File: config.mk
export PLATFORM = sky130hd
export DESIGN_NAME = fc_layer_sequencer_flat
export DESIGN_NICKNAME = d
export VERILOG_FILES = /design/src/rtl/fc_layer_sequencer_if.sv /design/src/rtl/fc_layer_sequencer.sv /design/src/flat_wrapper.sv
export SDC_FILE = /design/constraint.sdc
export NUM_CORES = 1
export LEC_CHECK = 0
export CELL_PAD_IN_SITES_DETAIL_PLACEMENT = 1
export CELL_PAD_IN_SITES_GLOBAL_PLACEMENT = 2
export CORE_MARGIN = 2
export CORE_UTILIZATION = 35
export DETAILED_ROUTE_END_ITERATION = 8
export DONT_BUFFER_PORTS = 1
export PLACE_DENSITY_LB_ADDON = 0.1
export SLEW_MARGIN = 5
export SYNTH_ARGS = -nofsm -noshare
export SYNTH_HDL_FRONTEND = slang
export SYNTH_SLANG_ARGS = --single-unit
export TNS_END_PERCENT = 5
File: constraint.sdc
create_clock -name clk -period 3.14 [get_ports clk]
set_input_delay 0.942 -clock clk [delete_from_list [all_inputs] [get_ports clk]]
set_output_delay 0.942 -clock clk [all_outputs]
set_load 0.02 [all_outputs]
File: src/rtl/fc_layer_sequencer_if.sv
// Result stream from the layer sequencer to the activation stage.
// A transfer happens on a rising edge where out_valid && out_ready; while out_valid is high
// and out_ready is low the master holds out_data and out_index unchanged.
interface fc_layer_sequencer_if #(
  parameter int N  = 32,
  parameter int IW = 4
);
  logic          out_valid;
  logic          out_ready;
  logic [N-1:0]  out_data;
  logic [IW-1:0] out_index;

  modport master (output out_valid, output out_data, output out_index, input out_ready);
  modport slave  (input out_valid, input out_data, input out_index, output out_ready);
endinterface

File: src/rtl/fc_layer_sequencer.sv
// Time-multiplexed fully connected layer controller: streams input/weight words into one
// shared external fma, folds the bias in as a final fma step and emits one result per neuron.
module fc_layer_sequencer #(
  parameter int input_size  = 32,
  parameter int num_outputs = 10,
  parameter int Q           = 15,
  parameter int N           = 32,
  localparam int IA = (input_size > 1) ? $clog2(input_size) : 1,
  localparam int WA = (input_size * num_outputs > 1) ? $clog2(input_size * num_outputs) : 1,
  localparam int BA = (num_outputs > 1) ? $clog2(num_outputs) : 1
) (
  input  logic          clk,
  input  logic          reset,
  input  logic          start,
  output logic          busy,
  output logic          done,
  output logic          in_rd_en,
  output logic [IA-1:0] in_addr,
  input  logic [N-1:0]  in_rdata,
  output logic          w_rd_en,
  output logic [WA-1:0] w_addr,
  input  logic [N-1:0]  w_rdata,
  output logic          bias_rd_en,
  output logic [BA-1:0] bias_addr,
  input  logic [N-1:0]  bias_rdata,
  output logic [N-1:0]  fma_a,
  output logic [N-1:0]  fma_b,
  output logic [N-1:0]  fma_c,
  input  logic [N-1:0]  fma_result,
  output logic [2:0]    dbg_state,
  fc_layer_sequencer_if.master out_if
);

  typedef enum logic [2:0] {
    S_IDLE   = 3'd0,
    S_RUN    = 3'd1,
    S_DRAIN  = 3'd2,
    S_BIAS   = 3'd3,
    S_OUT    = 3'd4,
    S_FINISH = 3'd5
  } state_e;

  localparam logic [N-1:0]  ONE    = {{(N-1){1'b0}}, 1'b1} << Q;
  localparam logic [IA-1:0] K_LAST = IA'(input_size - 1);
  localparam logic [BA-1:0] J_LAST = BA'(num_outputs - 1);

  state_e        state_q, state_d;
  logic [IA-1:0] k_q, k_d;
  logic [BA-1:0] j_q, j_d;
  logic [N-1:0]  acc_q, acc_d;
  logic [N-1:0]  bias_q, bias_d;
  logic          k_valid_q, k_valid_d;
  logic          bias_valid_q, bias_valid_d;

  logic          out_valid_s;
  logic [N-1:0]  out_data_s;
  logic [BA-1:0] out_index_s;

  always_ff @(posedge clk) begin
    if (reset) begin
      state_q      <= S_IDLE;
      k_q          <= '0;
      j_q          <= '0;
      acc_q        <= '0;
      bias_q       <= '0;
      k_valid_q    <= 1'b0;
      bias_valid_q <= 1'b0;
    end else begin
      state_q      <= state_d;
      k_q          <= k_d;
      j_q          <= j_d;
      acc_q        <= acc_d;
      bias_q       <= bias_d;
      k_valid_q    <= k_valid_d;
      bias_valid_q <= bias_valid_d;
    end
  end

  always_comb begin
    state_d      = state_q;
    k_d          = k_q;
    j_d          = j_q;
    acc_d        = acc_q;
    bias_d       = bias_q;
    k_valid_d    = 1'b0;
    bias_valid_d = 1'b0;
    in_rd_en     = 1'b0;
    in_addr      = '0;
    w_rd_en      = 1'b0;
    w_addr       = '0;
    bias_rd_en   = 1'b0;
    bias_addr    = '0;
    fma_a        = '0;
    fma_b        = '0;
    fma_c        = '0;
    done         = 1'b0;
    out_valid_s  = 1'b0;
    out_data_s   = '0;
    out_index_s  = '0;

    // Read data lags the strobe by one cycle, so products land one cycle behind k.
    if (k_valid_q) begin
      fma_a = acc_q;
      fma_b = w_rdata;
      fma_c = in_rdata;
      acc_d = fma_result;
    end
    if (bias_valid_q) begin
      bias_d = bias_rdata;
    end

    case (state_q)
      S_IDLE: begin
        if (start) begin
          state_d = S_RUN;
          j_d     = '0;
          k_d     = '0;
          acc_d   = '0;
        end
      end
      S_RUN: begin
        in_rd_en  = 1'b1;
        in_addr   = k_q;
        w_rd_en   = 1'b1;
        w_addr    = WA'(j_q) * WA'(input_size) + WA'(k_q);
        k_valid_d = 1'b1;
        if (k_q == '0) begin
          bias_rd_en   = 1'b1;
          bias_addr    = j_q;
          bias_valid_d = 1'b1;
        end
        if (k_q == K_LAST) begin
          state_d = S_DRAIN;
          k_d     = '0;
        end else begin
          k_d = k_q + 1'b1;
        end
      end
      S_DRAIN: begin
        state_d = S_BIAS;
      end
      S_BIAS: begin
        // Bias is added as acc + bias*1.0 through the same fma.
        fma_a   = acc_q;
        fma_b   = bias_q;
        fma_c   = ONE;
        acc_d   = fma_result;
        state_d = S_OUT;
      end
      S_OUT: begin
        out_valid_s = 1'b1;
        out_data_s  = acc_q;
        out_index_s = j_q;
        if (out_if.out_ready) begin
          if (j_q < J_LAST) begin
            j_d     = j_q + 1'b1;
            k_d     = '0;
            acc_d   = '0;
            state_d = S_RUN;
          end else begin
            state_d = S_FINISH;
          end
        end
      end
      S_FINISH: begin
        done    = 1'b1;
        state_d = S_IDLE;
      end
      default: begin
        state_d = S_IDLE;
      end
    endcase
  end

  assign busy             = (state_q != S_IDLE) && (state_q != S_FINISH);
  assign dbg_state        = state_q;
  assign out_if.out_valid = out_valid_s;
  assign out_if.out_data  = out_data_s;
  assign out_if.out_index = out_index_s;

endmodule
File: src/flat_wrapper.sv
// flat-port wrapper written by rule: the top's interface ports become plain ports
module fc_layer_sequencer_flat 
#(
  parameter int input_size  = 32,
  parameter int num_outputs = 10,
  parameter int Q           = 15,
  parameter int N           = 32,
  localparam int IA = (input_size > 1) ? $clog2(input_size) : 1,
  localparam int WA = (input_size * num_outputs > 1) ? $clog2(input_size * num_outputs) : 1,
  localparam int BA = (num_outputs > 1) ? $clog2(num_outputs) : 1
)
  (clk, reset, start, busy, done, in_rd_en, in_addr, in_rdata, w_rd_en, w_addr, w_rdata, bias_rd_en, bias_addr, bias_rdata, fma_a, fma_b, fma_c, fma_result, dbg_state, out_if_out_valid, out_if_out_data, out_if_out_index, out_if_out_ready);
  fc_layer_sequencer_if #(.N(N)) out_if_i ();
  input  logic clk;
  input  logic reset;
  input  logic start;
  output logic busy;
  output logic done;
  output logic in_rd_en;
  output logic [IA-1:0] in_addr;
  input  logic [N-1:0] in_rdata;
  output logic w_rd_en;
  output logic [WA-1:0] w_addr;
  input  logic [N-1:0] w_rdata;
  output logic bias_rd_en;
  output logic [BA-1:0] bias_addr;
  input  logic [N-1:0] bias_rdata;
  output logic [N-1:0] fma_a;
  output logic [N-1:0] fma_b;
  output logic [N-1:0] fma_c;
  input  logic [N-1:0] fma_result;
  output logic [2:0] dbg_state;
  output wire logic [$bits(out_if_i.out_valid)-1:0] out_if_out_valid;
  output wire logic [$bits(out_if_i.out_data)-1:0] out_if_out_data;
  output wire logic [$bits(out_if_i.out_index)-1:0] out_if_out_index;
  input wire logic [$bits(out_if_i.out_ready)-1:0] out_if_out_ready;
  assign out_if_out_valid = out_if_i.out_valid;
  assign out_if_out_data = out_if_i.out_data;
  assign out_if_out_index = out_if_i.out_index;
  assign out_if_i.out_ready = out_if_out_ready;
  fc_layer_sequencer #(.input_size(input_size), .num_outputs(num_outputs), .Q(Q), .N(N)) u_core (.clk(clk), .reset(reset), .start(start), .busy(busy), .done(done), .in_rd_en(in_rd_en), .in_addr(in_addr), .in_rdata(in_rdata), .w_rd_en(w_rd_en), .w_addr(w_addr), .w_rdata(w_rdata), .bias_rd_en(bias_rd_en), .bias_addr(bias_addr), .bias_rdata(bias_rdata), .fma_a(fma_a), .fma_b(fma_b), .fma_c(fma_c), .fma_result(fma_result), .dbg_state(dbg_state), .out_if(out_if_i));
endmodule
==> impl_metrics.csv, run 1 <==
group,metric,value,unit
global_route,grt_overflow,0,
global_route,grt_max_degree,66,
clock_tree,clkSinkCount,78,
global_route,grt_first_pass_wirelength,19000,um
worst_setup_path,r2r_slack,0.80,ns
worst_setup_path,critPathCapture,"fma_b[7]",
synth,synth_area_leader_cell,"dfxtp_1",
cells_and_area,diodes,0,
drt,ant_nets,0,
floorplanning,coreArea,11900,um2
drt,vias,3555,
worst_setup_path,required,2.20,ns
cells_and_area,final_cell_mix,"76 x dfxtp_1, 68 x nand2_1, 51 x and2_1",
placed_design,place_area,4590,um2
sta,max_freq,0.337,GHz
worst_setup_path,ff2ff_path_depth,7,
clock_tree,htreeDepth,3,
synth,synth_edf_count,0,
drt,m1WireLength,5730,um
sta,min_period,2.97,ns
global_route,groute.usage.overall,0.190,
clock_tree,post_cts_buffers,0,
worst_setup_path,rr_endpoint,"u_core.acc_q[21]",
clock_tree,clk_latency,0.34,ns
drt,drt_wl_total,12800,um
sta,final.setup_skew,0.00686,ns
sta,period_share,0.945,
synth,ys.flop_type,"dfxtp_1",
cells_and_area,final_common_cell,"dfxtp_1",
global_route,grt_pass1_vias,3502,
clock_tree,clk_path_buf_depth,2,
worst_setup_path,crit_path_end_kind,"primary output",
synth,synthTopCellsByArea,"dfxtp_1 37%, mux2i_1 7.8%, and2_1 7.6%, a22o_1 6.4%, nand2_1 6.1%",
floorplanning,num_rows,40,
synth,synth_warnings,0,
clock_tree,cts_buffers,9,
worst_setup_path,critical_path.slowest_cell,"dfxtp_1",
worst_setup_path,path_common_cell,"nand2_1",
synth,syn-instance-count,505,
cells_and_area,syn_to_final_growth,15.0,%
sta,hold_violations,0,
global_route,antenna_found_initial,0,
worst_setup_path,path_max_fanout,27,
clock_tree,root_buffer,"clkbuf_16",
placed_design,gp_congestion,0.709,
clock_tree,path_clk_slew,0.06,ns
placed_design,numPortBuffers,0,
sta,rsz0062_at_grt,"no",
synth,seq_area_frac_synth,0.371,
synth,synth_top_cell_area_share,0.371,
worst_setup_path,path_cells,"and3b_1 > buf_4 > nand2_1 > nand2_1",
worst_hold_path,hold_class,"register to register",
drt,wl_met2,5870,um
worst_setup_path,cpPeakStageDelay,0.56,ns
drt,dr_wl_met3,1060,um
clock_tree,cts_tree,"yes",
drt,initialDrtViolationCount,175,
worst_setup_path,r2r_start,"u_core.dbg_state[2]",
floorplanning,die_area,12900,um2
sta,holdWs,0.485,ns
synth,syn-cell-area,4210,um2
clock_tree,holdBufCountCts,0,
cells_and_area,fin_nets,655,
worst_setup_path,critical_path_class,"register to primary output",
synth,async_flop_share,0,
cells_and_area,drive_gt1_frac,0.144,
status,outcome,"finished clean",
clock_tree,cts_resized,0,
drt,routedWlPerCell,19.2,um
floorplanning,die-height,114,um
sta,slew_headroom,0.332,
power,pwr_density_cell,452,nW/um2
power,p_leak,2.11,nW
synth,avgSynthCellArea,8.34,um2
worst_setup_path,critPathLaunchType,"register",
synth,synth.net_count,642,
placed_design,hpwl,9390,um
worst_setup_path,critPathArrivalTime,2.03,ns
power,ir_drop,235,uV
cells_and_area,final_cell_area,4840,um2
synth,synth-seq-cells,78,
sta,tightest_slew,1.00,ns
job,cap_viol_max_count,0,
drt,routed_via_density,5.31,
drt,drt_drc_violations_left,0,
worst_setup_path,crit_start,"u_core.dbg_state[0]",
floorplanning,die_w,114,um
sta,setup_viol,0,
drt,drt_first_pass_iters,4,
synth,synthDistinctLibCells,44,
drt,highest_layer,"met4",
sta,slew_viol_final,0,
floorplanning,ios,291,
sta,fin_setup_tns,0,ns
floorplanning,initial_core_util,0.355,
cell usage after synthesis (2+ instances only):
master	number
a21oi_1	3
a22o_1	31
a22o_4	2
a311oi_1	2
a41oi_1	2
and2_1	51
and2b_1	2
and3_1	32
and3b_1	2
buf_1	3
buf_2	5
buf_4	7
buf_6	7
clkbuf_1	27
dfxtp_1	78
ha_1	5
inv_1	7
mux2i_1	33
nand2_1	68
nand2b_1	3
nand3_1	36
nand3b_1	2
nor2_1	40
nor2b_1	33
nor3_1	2
o21ai_0	3
o31ai_1	2
registers in the layout, indices dropped and copies added, names as in the netlist:
signal,cells
u_core.k_valid_q,1
u_core.dbg_state,3
u_core.bias_q,32
u_core.acc_q,32
u_core.j_q,4
u_core.k_q,5
u_core.bias_valid_q,1
layout make-up:
| type | instances | area, um2 |
|---|---|---|
| Sequential cell | 78 | 1560 |
| Inverter | 8 | 30.0 |
| Fill cell | 1413 | 7020 |
| Tap cell | 147 | 184 |
| Multi-Input combinational cell | 370 | 2360 |
| Timing Repair Buffer | 51 | 458 |
| Clock inverter | 2 | 10.0 |
| Clock buffer | 13 | 240 |
metrics by stage:
stage,std cells,setup slack [ns],total power [mW],util
floorplan,505,0.427,1.27,-
global placement,654,0.499,1.30,0.387
detailed placement,654,0.480,1.30,0.387
CTS,669,0.113,2.23,0.408
global route,669,0.00812,2.29,0.408
finish,669,0.172,2.19,0.408
routing by layer:
layer	vias to the layer above	GRT usage
met5	-	0
met2	161	0.301
met4	0	0.0593
li1	1719	-
met3	12	0.0643
met1	1663	0.246
logic make-up (layout without fill, tap and decap cells):
kind of cell    Yosys count  in the layout  share of synthesized area
simple gates            281            281                      0.354
flops                    78             78                      0.371
buf+inv                  57             74                     0.0710
xor+xnor                  1              1                    0.00208
mux                      33             33                     0.0784
fa+ha+maj                 5              5                     0.0149
compound gates           50             50                      0.109
how the worst min path moves through the flow:
stage / startpoint / end / slack [ns] / cells past startpoint
3_5_place_dp: u_core.acc_q[12] / u_core.acc_q[12] / 0.47 / 1
2_1_floorplan: u_core.acc_q[10] / u_core.acc_q[10] / 0.45 / 1
3_3_place_gp: u_core.acc_q[29] / u_core.acc_q[29] / 0.46 / 1
4_1_cts: u_core.acc_q[29] / u_core.acc_q[29] / 0.49 / 1
5_1_grt: u_core.acc_q[12] / u_core.acc_q[12] / 0.51 / 1
6_report: u_core.acc_q[12] / u_core.acc_q[12] / 0.49 / 1
worst max-delay path: cells and delay by family, from the launching register on:
family,cells,cell delay [ns]
buffers and inverters,1,0.38
flip-flops,1,0.56
AND/OR/NAND/NOR,3,0.75
power breakdown:
part	internal [mW]	switching, mW
combinational	0.0793	0.140
sequential	1.02	0.0365
clock	0.529	0.381
total	1.63	0.557
(Power assumes the default switching activity.)
==> run 2, diff against run 1 <==
Settings changed: ABC_AREA set to 1, CORE_MARGIN 2 to 4, CORE_UTILIZATION 35 to 31.
==> impl_metrics.csv, run 2 <==
group,metric,value,unit
drt,routed_via_density,4.96,
synth,synth_area_leader_cell,"dfxtp_1",
global_route,grt_first_pass_wirelength,24400,um
sta,slew_headroom,0.304,
drt,drt_wl_total,16000,um
synth,seq_area_frac_synth,0.345,
synth,synth_edf_count,0,
synth,ys.flop_type,"dfxtp_1",
worst_setup_path,cpPeakStageDelay,0.62,ns
drt,routedWlPerCell,16.3,um
global_route,groute.usage.overall,0.181,
clock_tree,cts_resized,0,
worst_setup_path,crit_start,"u_core.dbg_state[1]",
sta,tightest_slew,1.04,ns
worst_hold_path,hold_path.startpoint,"u_core.k_q[3]",
power,ir_drop,235,uV
floorplanning,die_area,16600,um2
clock_tree,cts_buffers,9,
sta,period_share,0.929,
cells_and_area,final_cell_mix,"210 x nand2_1, 183 x nor2_1, 79 x buf_4",
cells_and_area,syn_to_final_growth,19.7,%
placed_design,hpwl,11600,um
sta,holdWs,0.484,ns
worst_setup_path,cp.depth,5,
worst_setup_path,r2r_start,"u_core.dbg_state[1]",
power,p_int,1.82,mW
worst_setup_path,r2r_slack,1.08,ns
cells_and_area,final_common_cell,"nand2_1",
clock_tree,path_clk_slew,0.06,ns
power,p_sw,0.790,mW
power,pwr-share-seq,0.418,
global_route,grt_max_degree,112,
synth,avgSynthCellArea,5.92,um2
synth,syn-instance-count,764,
floorplanning,die-height,129,um
worst_setup_path,critPathArrivalTime,1.97,ns
global_route,grt_overflow,0,
drt,drt_drc_violations_left,0,
drt,drt_first_pass_iters,4,
power,p_leak,2.26,nW
power,swShare,0.303,
drt,initialDrtViolationCount,216,
power,power.total,2.61,mW
clock_tree,clk_path_buf_depth,2,
clock_tree,root_buffer,"clkbuf_16",
sta,max_freq,0.343,GHz
worst_hold_path,hold_class,"register to register",
worst_setup_path,cp_num_buf_inv,2,
floorplanning,coreArea,14100,um2
synth,synthTopCellsByCount,"210 x nand2_1, 184 x nor2_1, 78 x dfxtp_1",
worst_setup_path,critPathLaunchType,"register",
synth,synthDistinctLibCells,26,
cells_and_area,fin_nets,936,
sta,hold_violations,0,
clock_tree,post_cts_buffers,0,
power,pwr_density_cell,482,nW/um2
worst_setup_path,critical-path-top-delay-family,"flip-flops",
synth,synth_warnings,0,
cells_and_area,drive_gt1_frac,0.141,
power,combPwrFrac,0.175,
worst_setup_path,ff2ff_path_depth,7,
worst_setup_path,path_cells,"inv_2 > nand2_2 > nor2_4 > inv_2 > nor2_1",
synth,syn-cell-area,4520,um2
worst_setup_path,critical_path.slowest_cell,"dfxtp_1",
clock_tree,clkSinkCount,78,
synth,async_flop_share,0,
floorplanning,num_rows,43,
worst_setup_path,path_common_cell,"inv_2",
worst_setup_path,critPathCapture,"out_if_out_data[6]",
worst_setup_path,path_max_fanout,37,
drt,ant_nets,0,
worst_setup_path,critical_path_class,"register to primary output",
clock_tree,holdBufCountCts,0,
power,clkPwrFrac,0.407,
worst_setup_path,crit_path_end_kind,"primary output",
synth,synth_top_cell_area_share,0.345,
worst_setup_path,rr_endpoint,"u_core.acc_q[21]",
clock_tree,clk_latency,0.34,ns
synth,synthTopCellsByArea,"dfxtp_1 35%, nand2_1 17%, nor2_1 15%, o21ai_0 8.1%, a21oi_1 4.9%",
clock_tree,htreeDepth,3,
sta,fin_setup_tns,0,ns
cells_and_area,nFillCells,1894,
placed_design,numPortBuffers,0,
worst_setup_path,required,2.20,ns
synth,synth.net_count,901,
cells_and_area,reg.largest.list,"u_core.acc_q x32, u_core.bias_q x32, u_core.k_q x5",
drt,vias,4881,
job,cap_viol_max_count,0,
placed_design,gp_congestion,0.726,
global_route,grt_pass1_vias,4829,
clock_tree,cts_tree,"yes",
synth,synth_most_common_cell,"nand2_1",
sta,min_period,2.92,ns
cells_and_area,diodes,0,
synth,synth-seq-cells,78,
floorplanning,initial_core_util,0.321,
status,outcome,"finished clean",
sta,slew_viol_final,0,
floorplanning,ios,291,
global_route,antenna_found_initial,0,
sta,rsz0062_at_grt,"no",
floorplanning,die_w,129,um
sta,setup_viol,0,
sta,final.setup_skew,0.00779,ns
run 2: changes by cell type in the layout (fill, tap and decap cells not counted), moves of 33 or more:
cell,previous run,this run
a21oi_1,3,44
and2_1,51,0
buf_4,45,79
inv_1,7,49
mux2i_1,33,0
nand2_1,68,210
nor2_1,40,183
nor2b_1,33,0
o21ai_0,3,73
run 2: per-layer routing:
layer | global-route usage | vias to the layer above | part of all wire
li1 | - | 2432 | -
met1 | 0.212 | 2253 | 0.41
met2 | 0.316 | 176 | 0.49
met3 | 0.0494 | 20 | 0.083
met4 | 0.0667 | 0 | 0.018
met5 | 0 | - | 0
run 2: how the worst min path moves through the flow:
stage / slack, ns / cells after the start / end
finish: 0.48 / 2 / u_core.k_q[3]
global route: 0.51 / 2 / u_core.k_q[3]
CTS: 0.49 / 2 / u_core.k_q[3]
detailed placement: 0.47 / 2 / u_core.k_q[3]
global placement: 0.45 / 2 / u_core.k_q[3]
floorplan: 0.45 / 2 / u_core.k_q[3]
run 2: metrics by stage:
| step | instance area (um2) | std cells | setup WS, ns | util |
|---|---|---|---|---|
| 2_1_floorplan | 4520 | 764 | 0.583 | - |
| 3_3_place_gp | 5110 | 968 | 0.616 | 0.362 |
| 3_5_place_dp | 5110 | 968 | 0.545 | 0.362 |
| 4_1_cts | 5410 | 984 | 0.167 | 0.384 |
| 5_1_grt | 5410 | 984 | 0.0409 | 0.384 |
| 6_report | 5410 | 984 | 0.224 | 0.384 |
run 2: cell families (layout without fill, tap and decap cells):
group	Yosys count	in the layout	synth area share
AOI/OAI and AO/OA	118	118	0.131
xor gates and xnor gates	2	2	0.00388
adders and majority gates	5	5	0.0138
buffers and inverters	113	153	0.111
DFF	78	78	0.345
and+or+nand+nor	448	448	0.394
run 2: power by group through the flow:
stage	combinational (mW)	sequential, mW	clock [mW]
global route	0.515	1.10	1.13
floorplan	0.370	1.10	0
detailed placement	0.467	1.11	0
global placement	0.453	1.11	0
CTS	0.469	1.09	1.10
finish	0.457	1.09	1.06
run 2: cell type report:
cell class / count / area (um2) / share of cell area
Sequential cell: 78 / 1570 / 0.289
Tap cell: 180 / 225 / 0.0416
Inverter: 55 / 206 / 0.0382
Clock buffer: 11 / 243 / 0.0449
Clock inverter: 5 / 57.6 / 0.0106
Multi-Input combinational cell: 573 / 2460 / 0.455
Timing Repair Buffer: 82 / 653 / 0.121
run 2: worst min-delay path: stages (launching register included):
cell and delay, ns:
dfxtp_1 0.31, o21ai_0 0.07, a21oi_1 0.06
==> run 3, diff against run 2 <==
Settings changed: GPL_TIMING_DRIVEN set to 0.
==> impl_metrics.csv, run 3 (synthesized netlist as in run 2, its figures left out) <==
group,metric,value,unit
status,outcome,"finished clean",
clock_tree,cts_buffers,9,
floorplanning,ios,291,
worst_hold_path,hold_path.startpoint,"u_core.k_q[3]",
cells_and_area,final_cell_mix,"210 x nand2_1, 175 x nor2_1, 75 x dfxtp_1",
sta,slew_viol_final,0,
cells_and_area,syn_to_final_growth,12.0,%
worst_setup_path,cpPeakStageDelay,0.35,ns
drt,drt_first_pass_iters,5,
clock_tree,holdBufCountCts,0,
worst_hold_path,hold_class,"register to register",
power,swShare,0.321,
clock_tree,root_buffer,"clkbuf_16",
power,ir_drop,244,uV
clock_tree,htreeDepth,3,
cells_and_area,diodes,0,
clock_tree,clkSinkCount,78,
cells_and_area,fin_nets,912,
power,pwr-share-seq,0.424,
floorplanning,die_area,16600,um2
global_route,grt_max_degree,13,
clock_tree,post_cts_buffers,0,
sta,final.setup_skew,0.00510,ns
sta,hold_violations,0,
power,p_sw,0.823,mW
drt,vias,4826,
sta,period_share,0.935,
sta,max_freq,0.341,GHz
worst_setup_path,crit_path_end_kind,"primary output",
cells_and_area,drive_gt1_frac,0.0950,
placed_design,numPortBuffers,0,
sta,tightest_slew,0.798,ns
drt,drt_wl_total,17100,um
cells_and_area,reg.largest.list,"u_core.acc_q x32, u_core.bias_q x32, u_core.k_q x5",
floorplanning,die-height,129,um
floorplanning,num_rows,43,
clock_tree,path_clk_slew,0.06,ns
worst_setup_path,r2r_start,"u_core.dbg_state[0]",
drt,drt_drc_violations_left,0,
drt,routedWlPerCell,17.9,um
sta,rsz0062_at_grt,"no",
global_route,grt_first_pass_wirelength,25700,um
power,power.total,2.57,mW
global_route,antenna_found_initial,0,
worst_setup_path,critical_path.slowest_cell,"nor2_1",
worst_setup_path,critical_path_class,"register to primary output",
worst_setup_path,crit_start,"u_core.k_valid_q",
sta,slew_headroom,0.464,
worst_setup_path,critPathArrivalTime,1.99,ns
floorplanning,coreArea,14100,um2
worst_setup_path,path_cells,"buf_2 > buf_2 > clkbuf_1 > nand2_1 > nor2_1",
worst_setup_path,path_common_cell,"buf_2",
drt,ant_nets,0,
power,p_int,1.74,mW
worst_setup_path,path_max_fanout,10,
sta,setup_viol,0,
clock_tree,clk_latency,0.34,ns
clock_tree,clk_path_buf_depth,2,
clock_tree,cts_tree,"yes",
cells_and_area,final_common_cell,"nand2_1",
cells_and_area,stdcell_count,959,
power,combPwrFrac,0.188,
power,clkPwrFrac,0.388,
global_route,groute.usage.overall,0.196,
placed_design,dp_cells,944,
worst_setup_path,required,2.20,ns
floorplanning,die_w,129,um
global_route,grt_overflow,0,
drt,initialDrtViolationCount,158,
worst_setup_path,critPathLaunchType,"register",
placed_design,place_area,4750,um2
floorplanning,initial_core_util,0.321,
clock_tree,cts_resized,10,
power,p_leak,1.98,nW
placed_design,hpwl,13400,um
cells_and_area,final_cell_area,5060,um2
job,cap_viol_max_count,0,
worst_setup_path,r2r_slack,1.56,ns
drt,routed_via_density,5.03,
sta,min_period,2.93,ns
placed_design,gp_congestion,0.765,
global_route,grt_pass1_vias,4914,
power,pwr_density_cell,507,nW/um2
run 3: changes by cell type in the layout (fill, tap and decap cells not counted), sizes merged:
cell,delta
bufinv,-1
clkbuf,+27
clkinv,+1
inv,-1
buf,-51
run 3: metrics by stage:
step | util | TNS (ns) | setup slack [ns] | hold slack (ns)
floorplan | - | 0 | 0.583 | 0.450
global placement | 0.337 | 0 | 0.265 | 0.458
detailed placement | 0.337 | 0 | 0.233 | 0.470
CTS | 0.358 | -0.0177 | -0.0101 | 0.479
global route | 0.359 | 0 | 0.0161 | 0.527
finish | 0.359 | 0 | 0.205 | 0.476
run 3: metal layers:
layer	share of wire	wire length [um]	GRT usage
met4	0.0079	135	0.0377
met5	0	0	0
met3	0.074	1270	0.0681
met2	0.51	8670	0.350
met1	0.41	7050	0.228
run 3: path summary, 6_finish.rpt:
path | endpoint | depth (start not counted)
worst min register to register | u_core.k_q[3] | 2
worst max-delay path | fma_c[18] | 5
worst min-delay path | u_core.k_q[3] | 2
worst max register to register | u_core.acc_q[9] | 8
run 3: critical path: cells and delay by family, from the launching register on:
kind,cells,cell delay (ns)
flops,1,0.34
buf+inv,3,0.85
simple gates,2,0.45
run 3: power groups by stage:
stage               Sequential [mW]  Clock [mW]  Combinational [mW]
global placement               1.11           0               0.472
floorplan                      1.10           0               0.370
detailed placement             1.11           0               0.485
finish                         1.09       0.996               0.482
global route                   1.10        1.07               0.541
CTS                            1.09        1.02               0.491
run 3: cell type report:
| class | count | area (um2) |
|---|---|---|
| buffer | 58 | 300 |
| clock buffer | 11 | 253 |
| clock inverter | 4 | 22.5 |
| fill | 1919 | 9030 |
| inverter | 55 | 209 |
| multi-input combinational | 573 | 2490 |
| sequential | 78 | 1570 |
| tap | 180 | 225 |
